<file path="src/rtl/seq_pkg.sv">
// Shared definitions for the serial pattern detector.
//   state_e     : control FSM encoding (also driven out on state_o)
//   PAT_W_*     : legal pattern length range
//   CNT_W_*     : legal match counter width range
//   fill_width  : bits needed to count 0..pat_w-1 valid history bits
package seq_pkg;

    typedef enum logic [1:0] {
        ST_IDLE = 2'b00,
        ST_FILL = 2'b01,
        ST_RUN  = 2'b10
    } state_e;

    localparam int PAT_W_MIN = 2;
    localparam int PAT_W_MAX = 16;
    localparam int CNT_W_MIN = 1;
    localparam int CNT_W_MAX = 32;

    function automatic int fill_width(input int pat_w);
        return $clog2(pat_w);
    endfunction

endpackage

</file>
<file path="src/rtl/sat_counter.sv">
// Saturating up-counter for the match count.
//   clock, reset : rising-edge clock, synchronous active-low reset
//   inc          : count up by one, holding at all-ones
//   clr          : synchronous clear, wins over inc
//   count        : current value
module sat_counter #(
    parameter int CNT_W = 8
) (
    input  logic             clock,
    input  logic             reset,
    input  logic             inc,
    input  logic             clr,
    output logic [CNT_W-1:0] count
);

    always_ff @(posedge clock) begin
        if (!reset)
            count <= '0;
        else if (clr)
            count <= '0;
        else if (inc && (count != '1))
            count <= count + 1'b1;
    end

endmodule

</file>
<file path="src/rtl/seq_detect_param.sv">
// Serial bit-pattern detector with a loadable pattern, overlapping or
// non-overlapping matching and a saturating match counter.
//   clock, reset : rising-edge clock, synchronous active-low reset
//   x, enable    : serial data bit, consumed only while enable=1
//   load, pat_in : replace the pattern (accepted in IDLE only); pat_in MSB
//                  is the first bit of the sequence
//   overlap      : 1 = a match keeps its tail as history for the next one
//   z            : Mealy match flag, same cycle as the final bit
//   match_cnt    : saturating count of z pulses
//   state_o      : control state for debug
module seq_detect_param
    import seq_pkg::*;
#(
    parameter int              PAT_W   = 4,
    parameter int              CNT_W   = 8,
    parameter logic [PAT_W-1:0] RST_PAT = PAT_W'(4'b1001)
) (
    input  logic             clock,
    input  logic             reset,
    input  logic             x,
    input  logic             enable,
    input  logic             load,
    input  logic [PAT_W-1:0] pat_in,
    input  logic             overlap,
    output logic             z,
    output logic [CNT_W-1:0] match_cnt,
    output logic [1:0]       state_o
);

    if (PAT_W < PAT_W_MIN || PAT_W > PAT_W_MAX ||
        CNT_W < CNT_W_MIN || CNT_W > CNT_W_MAX) begin : g_bad_param
        $error("seq_detect_param: PAT_W or CNT_W out of range");
    end

    localparam int               FILL_W   = fill_width(PAT_W);
    localparam logic [FILL_W-1:0] FILL_MAX = FILL_W'(PAT_W - 1);

    state_e             state_q, state_d;
    logic [PAT_W-1:0]   pat_q,   pat_d;
    logic [PAT_W-2:0]   hist_q,  hist_d;
    logic [FILL_W-1:0]  fill_q,  fill_d;

    logic [PAT_W-1:0]   window;
    logic [PAT_W-2:0]   hist_shift;
    logic [FILL_W-1:0]  fill_inc;
    logic               hit;
    logic               load_acc;

    // Candidate sequence: stored history plus the bit arriving now. Slicing
    // the window (rather than hist itself) keeps PAT_W=2 legal.
    assign window     = {hist_q, x};
    assign hist_shift = window[PAT_W-2:0];
    assign fill_inc   = (fill_q == FILL_MAX) ? fill_q : fill_q + 1'b1;

    always_ff @(posedge clock) begin
        if (!reset) begin
            state_q <= ST_IDLE;
            pat_q   <= RST_PAT;
            hist_q  <= '0;
            fill_q  <= '0;
        end else begin
            state_q <= state_d;
            pat_q   <= pat_d;
            hist_q  <= hist_d;
            fill_q  <= fill_d;
        end
    end

    always_comb begin
        state_d  = state_q;
        pat_d    = pat_q;
        hist_d   = hist_q;
        fill_d   = fill_q;
        hit      = 1'b0;
        load_acc = 1'b0;
        case (state_q)
            ST_IDLE: begin
                // Load beats enable: the data bit of this cycle is dropped.
                if (load) begin
                    load_acc = 1'b1;
                    pat_d    = pat_in;
                    hist_d   = '0;
                    fill_d   = '0;
                end else if (enable) begin
                    // Resume where the paused stream left off.
                    hist_d  = hist_shift;
                    fill_d  = fill_inc;
                    state_d = (fill_inc == FILL_MAX) ? ST_RUN : ST_FILL;
                end
            end
            ST_FILL: begin
                if (!enable) begin
                    state_d = ST_IDLE;
                end else begin
                    hist_d = hist_shift;
                    fill_d = fill_inc;
                    if (fill_inc == FILL_MAX)
                        state_d = ST_RUN;
                end
            end
            ST_RUN: begin
                if (!enable) begin
                    state_d = ST_IDLE;
                end else if (window == pat_q) begin
                    hit = 1'b1;
                    if (overlap) begin
                        hist_d = hist_shift;
                        fill_d = fill_inc;
                    end else begin
                        // Non-overlapping: the next match needs PAT_W new bits.
                        hist_d  = '0;
                        fill_d  = '0;
                        state_d = ST_FILL;
                    end
                end else begin
                    hist_d = hist_shift;
                    fill_d = fill_inc;
                end
            end
            default: state_d = ST_IDLE;
        endcase
    end

    // hit already implies enable and RUN; reset gates it combinationally.
    assign z       = hit & reset;
    assign state_o = state_q;

    sat_counter #(.CNT_W(CNT_W)) u_cnt (
        .clock (clock),
        .reset (reset),
        .inc   (z),
        .clr   (load_acc),
        .count (match_cnt)
    );

endmodule

</file>
<file path="config.mk">
export PLATFORM = sky130hd
export DESIGN_NAME = seq_detect_param
export DESIGN_NICKNAME = d
export VERILOG_FILES = /design/src/rtl/seq_pkg.sv /design/src/rtl/sat_counter.sv /design/src/rtl/seq_detect_param.sv
export SDC_FILE = /design/constraint.sdc
export NUM_CORES = 1
export LEC_CHECK = 0
export ABC_AREA = 1
export CAP_MARGIN = 20
export CORE_MARGIN = 5
export CORE_UTILIZATION = 55
export DETAILED_ROUTE_END_ITERATION = 8
export PLACE_DENSITY = 0.9
export SLEW_MARGIN = 20
export SYNTH_ARGS = -nofsm -noshare
export SYNTH_HDL_FRONTEND = slang
export SYNTH_SLANG_ARGS = --single-unit
</file>
<file path="constraint.sdc">
create_clock -name clock -period 3.6 [get_ports clock]
set_clock_uncertainty 0.15 [all_clocks]
set_input_delay 0.54 -clock clock [delete_from_list [all_inputs] [get_ports clock]]
set_output_delay 0.54 -clock clock [all_outputs]
set_load 0.1 [all_outputs]
</file>
==> impl_summary.log <==
INFO  metric antenna_left = 0
INFO  metric grt_pass1_wl = 4720 µm
INFO  metric min-delay-path-class = reg -> reg
INFO  metric path_cells = clkdlybuf4s50_1, inv_1, nor2_4, inv_2, nor2_8, buf_4
INFO  metric die_width = 57.2 µm
INFO  metric synth_edf_count = 0
INFO  metric result_of_the_run = complete, no violations
INFO  metric area_growth_syn_to_layout = 20.9%
INFO  metric worstReg2RegEnd = state_o[1]
INFO  metric first_global_vias = 1,144
INFO  metric syn-instance-count = 182
INFO  metric synth_commonest_cells = sky130_fd_sc_hd__nand2_1, sky130_fd_sc_hd__inv_1, sky130_fd_sc_hd__dfxtp_1
INFO  metric setup_tns = 0 ns
INFO  metric layout.filler_cells = 179
INFO  metric design.portCount = 21
INFO  metric power_density = 574 mW/mm²
INFO  metric timing.setup.critical_path_class = in -> out
INFO  metric final_cell_area = 0.00148 mm²
INFO  metric dr_iter_0_viols = 35
INFO  metric core_region_area = 0.00217 mm²
INFO  metric die-height = 57.2 µm
INFO  metric cts_inserted_buffers = 3
INFO  metric place_hpwl = 2070 µm
INFO  metric grt_start_max_net_pins = 13
INFO  metric yosys-top-cells-area = sky130_fd_sc_hd__dfxtp_1, sky130_fd_sc_hd__nand2_1, sky130_fd_sc_hd__inv_1
INFO  metric syn_area = 0.00122 mm²
INFO  metric synth.avg_cell_area = 6.73 µm²
INFO  metric place.gp.congestion = 0.800
INFO  metric post-cts-setup-buffers = 0
INFO  metric postCtsResizedCells = 0
INFO  metric synthDominantCellAreaShare = 31.1%
INFO  metric initial_utilization = 56.5%
INFO  metric tritoncts = done
INFO  metric post-route-util = 68.3%
INFO  metric power.ir.vdd_worst = 0.000534 V
INFO  metric multiInputGateArea = 728 µm²
INFO  metric htree_levels = 1
INFO  metric core.rowCount = 17
INFO  metric slew_violations = 0
INFO  metric numClockSinks = 19
INFO  metric grt_antenna_before_repair = 0
INFO  metric hold_violations = 0
INFO  metric yosysSeqAreaShare = 31.1%
INFO  metric worst_path_arrival = 2.12 ns
INFO  metric globalRoute.totalOverflow = 0
INFO  metric placedInstanceArea = 0.00145 mm²
INFO  metric cts_hold_buffers = 0
INFO  metric n_antenna_cell = 0
INFO  metric worst_hold_startpoint = pat_q[2]
INFO  metric critical-path-max-stage-delay = 0.73 ns
INFO  metric cts_root_buffer = sky130_fd_sc_hd__clkbuf_4
INFO  metric via_count = 1,238
INFO  metric critical_path_peak_fanout = 12
INFO  metric synth-seq-cells = 19
INFO  metric finalSetupViolations = 0
INFO  metric timing.final.crit_share = 77.9%
INFO  metric dp_cells = 229
INFO  metric rsz0062_at_grt = no
INFO  metric die_area = 0.00327 mm²
INFO  metric design_power_total = 0.851 mW
INFO  metric post-synth-top-area-cell = sky130_fd_sc_hd__dfxtp_1
INFO  metric cts.reportedPaths.clkPinSlew = 0.11 ns
INFO  metric achievable-frequency = 0.356 GHz
INFO  metric io_buffers = 20
INFO  metric min_path_cells = 2
INFO  metric slew-limit-headroom = 34.7%
INFO  metric transition_time_at_the_pin_with_the_least_slew_margin = 0.977 ns
INFO  metric timing.reg2reg.setup_slack = 1.79 ns
INFO  metric r2r-start = state_o[0]
INFO  metric synth_fp_nets = 197
INFO  metric post_synth_num_cell_types = 24
INFO  metric final-instance-count-excl-fill = 233
INFO  metric wl_per_cell = 11.7 µm
INFO  metric final-seq-area = 380 µm²
INFO  metric ys.warnings.count = 0
INFO  metric clk_path_buf_depth = 2
INFO  metric crit_slowest_cell = sky130_fd_sc_hd__clkdlybuf4s50_1
INFO  metric drive_gt1_share = 10.7%
INFO  metric crit_path_end_kind = primary output
INFO  metric minimum_period_implied_by_the_final_worst_setup_slack = 2.81 ns
INFO  metric nets = 221
INFO  metric yosys_most_used_dff = sky130_fd_sc_hd__dfxtp_1
INFO  metric drt_first_pass_iters = 4
INFO  metric postSynth.asyncResetShare = 0%
INFO  metric power.leakage = 0.682 nW
INFO  metric route.final.wire_length = 2720 µm
INFO  metric cp-start-kind = primary input
INFO  metric maxCapViolations = 0
INFO  metric grt_use_total = 17.9%
INFO  metric hold-path-endpoint = pat_q[2]
INFO  metric ff2ff_path_depth = 8
INFO  metric worst_skew_pair.late_latency = 0.31 ns
INFO  metric drc = 0
INFO  metric worstPathRequired = 2.91 ns
INFO  metric synthMostInstantiatedCell = sky130_fd_sc_hd__nand2_1
INFO  metric avgViaCountPerCell = 5.31
-- sequential cells by signal (all words and copies together) (netlist names) --
signal,count
u_cnt.count,8
pat_q,4
state_o,2
fill_q,2
hist_q,3
-- layout by cell type (no fill, tap or decap), types with 4 or more instances in the layout --
master,synthesis,routed
sky130_fd_sc_hd__nand2_2,4,4
sky130_fd_sc_hd__o21ai_0,11,11
sky130_fd_sc_hd__xor2_1,5,5
sky130_fd_sc_hd__inv_1,25,25
sky130_fd_sc_hd__ha_1,5,5
sky130_fd_sc_hd__nand3_1,15,15
sky130_fd_sc_hd__o211ai_1,4,4
sky130_fd_sc_hd__nand2_1,45,45
sky130_fd_sc_hd__nor2_1,12,12
sky130_fd_sc_hd__dfxtp_1,19,19
sky130_fd_sc_hd__a21oi_1,15,15
sky130_fd_sc_hd__inv_2,5,5
sky130_fd_sc_hd__clkdlybuf4s50_1,0,19
-- metal layers --
layer | vias to the layer above | track usage, % | wire length (µm)
met5 | - | 0 | 0
met4 | 0 | 9.27 | 55
met3 | 5 | 2.71 | 107
met2 | 34 | 30.7 | 1290
met1 | 561 | 21.6 | 1270
li1 | 638 | - | -
-- where the power goes --
| group | total, mW | internal [mW] | leakage (nW) | switching [mW] |
|---|---|---|---|---|
| clock network | 0.113 | 0.0415 | 0.0177 | 0.0719 |
| registers | 0.270 | 0.243 | 0.155 | 0.0268 |
| logic | 0.467 | 0.148 | 0.509 | 0.319 |
| total | 0.851 | 0.433 | 0.682 | 0.418 |
-- worst max-delay path by stage --
stage | start | endpoint | slack (ns) | depth (start not counted)
6_report | reset | z | 0.79 | 6
3_3_place_gp | reset | z | 0.84 | 6
2_1_floorplan | state_o[1] | z | 0.94 | 5
4_1_cts | reset | z | 0.80 | 6
3_5_place_dp | reset | z | 0.79 | 6
5_1_grt | reset | z | 0.70 | 6
-- stage by stage --
| step | hold slack (ns) | setup WS (ns) |
|---|---|---|
| 2_1_floorplan | 0.294 | 0.943 |
| 3_3_place_gp | 0.305 | 0.837 |
| 3_5_place_dp | 0.308 | 0.789 |
| 4_1_cts | 0.325 | 0.797 |
| 5_1_grt | 0.353 | 0.700 |
| 6_report | 0.328 | 0.794 |
-- critical path: cells and delay by family --
kind	cells	cell delay [ns]
buf+inv	4	1.27
simple gates	2	0.31
-- layout make-up --
type | instances | area share, %
clock buffers | 3 | 1.52
clock inverters | 1 | 0.338
inverters | 30 | 7.60
multi-input cells | 132 | 49.2
flip-flops and latches | 19 | 25.7
well taps | 28 | 2.36
repair buffers | 20 | 13.3
-- logic make-up after synthesis --
logic type               Yosys count  synth area share, %
buffers and inverters             31                 9.50
flip-flops                        19                 31.1
XOR/XNOR                           5                 3.57
AO/OA/AOI/OAI                     36                 16.7
AND/OR/NAND/NOR                   86                 34.1
adder cells (fa/ha/maj)            5                 5.11
(Power assumes the default switching activity.)
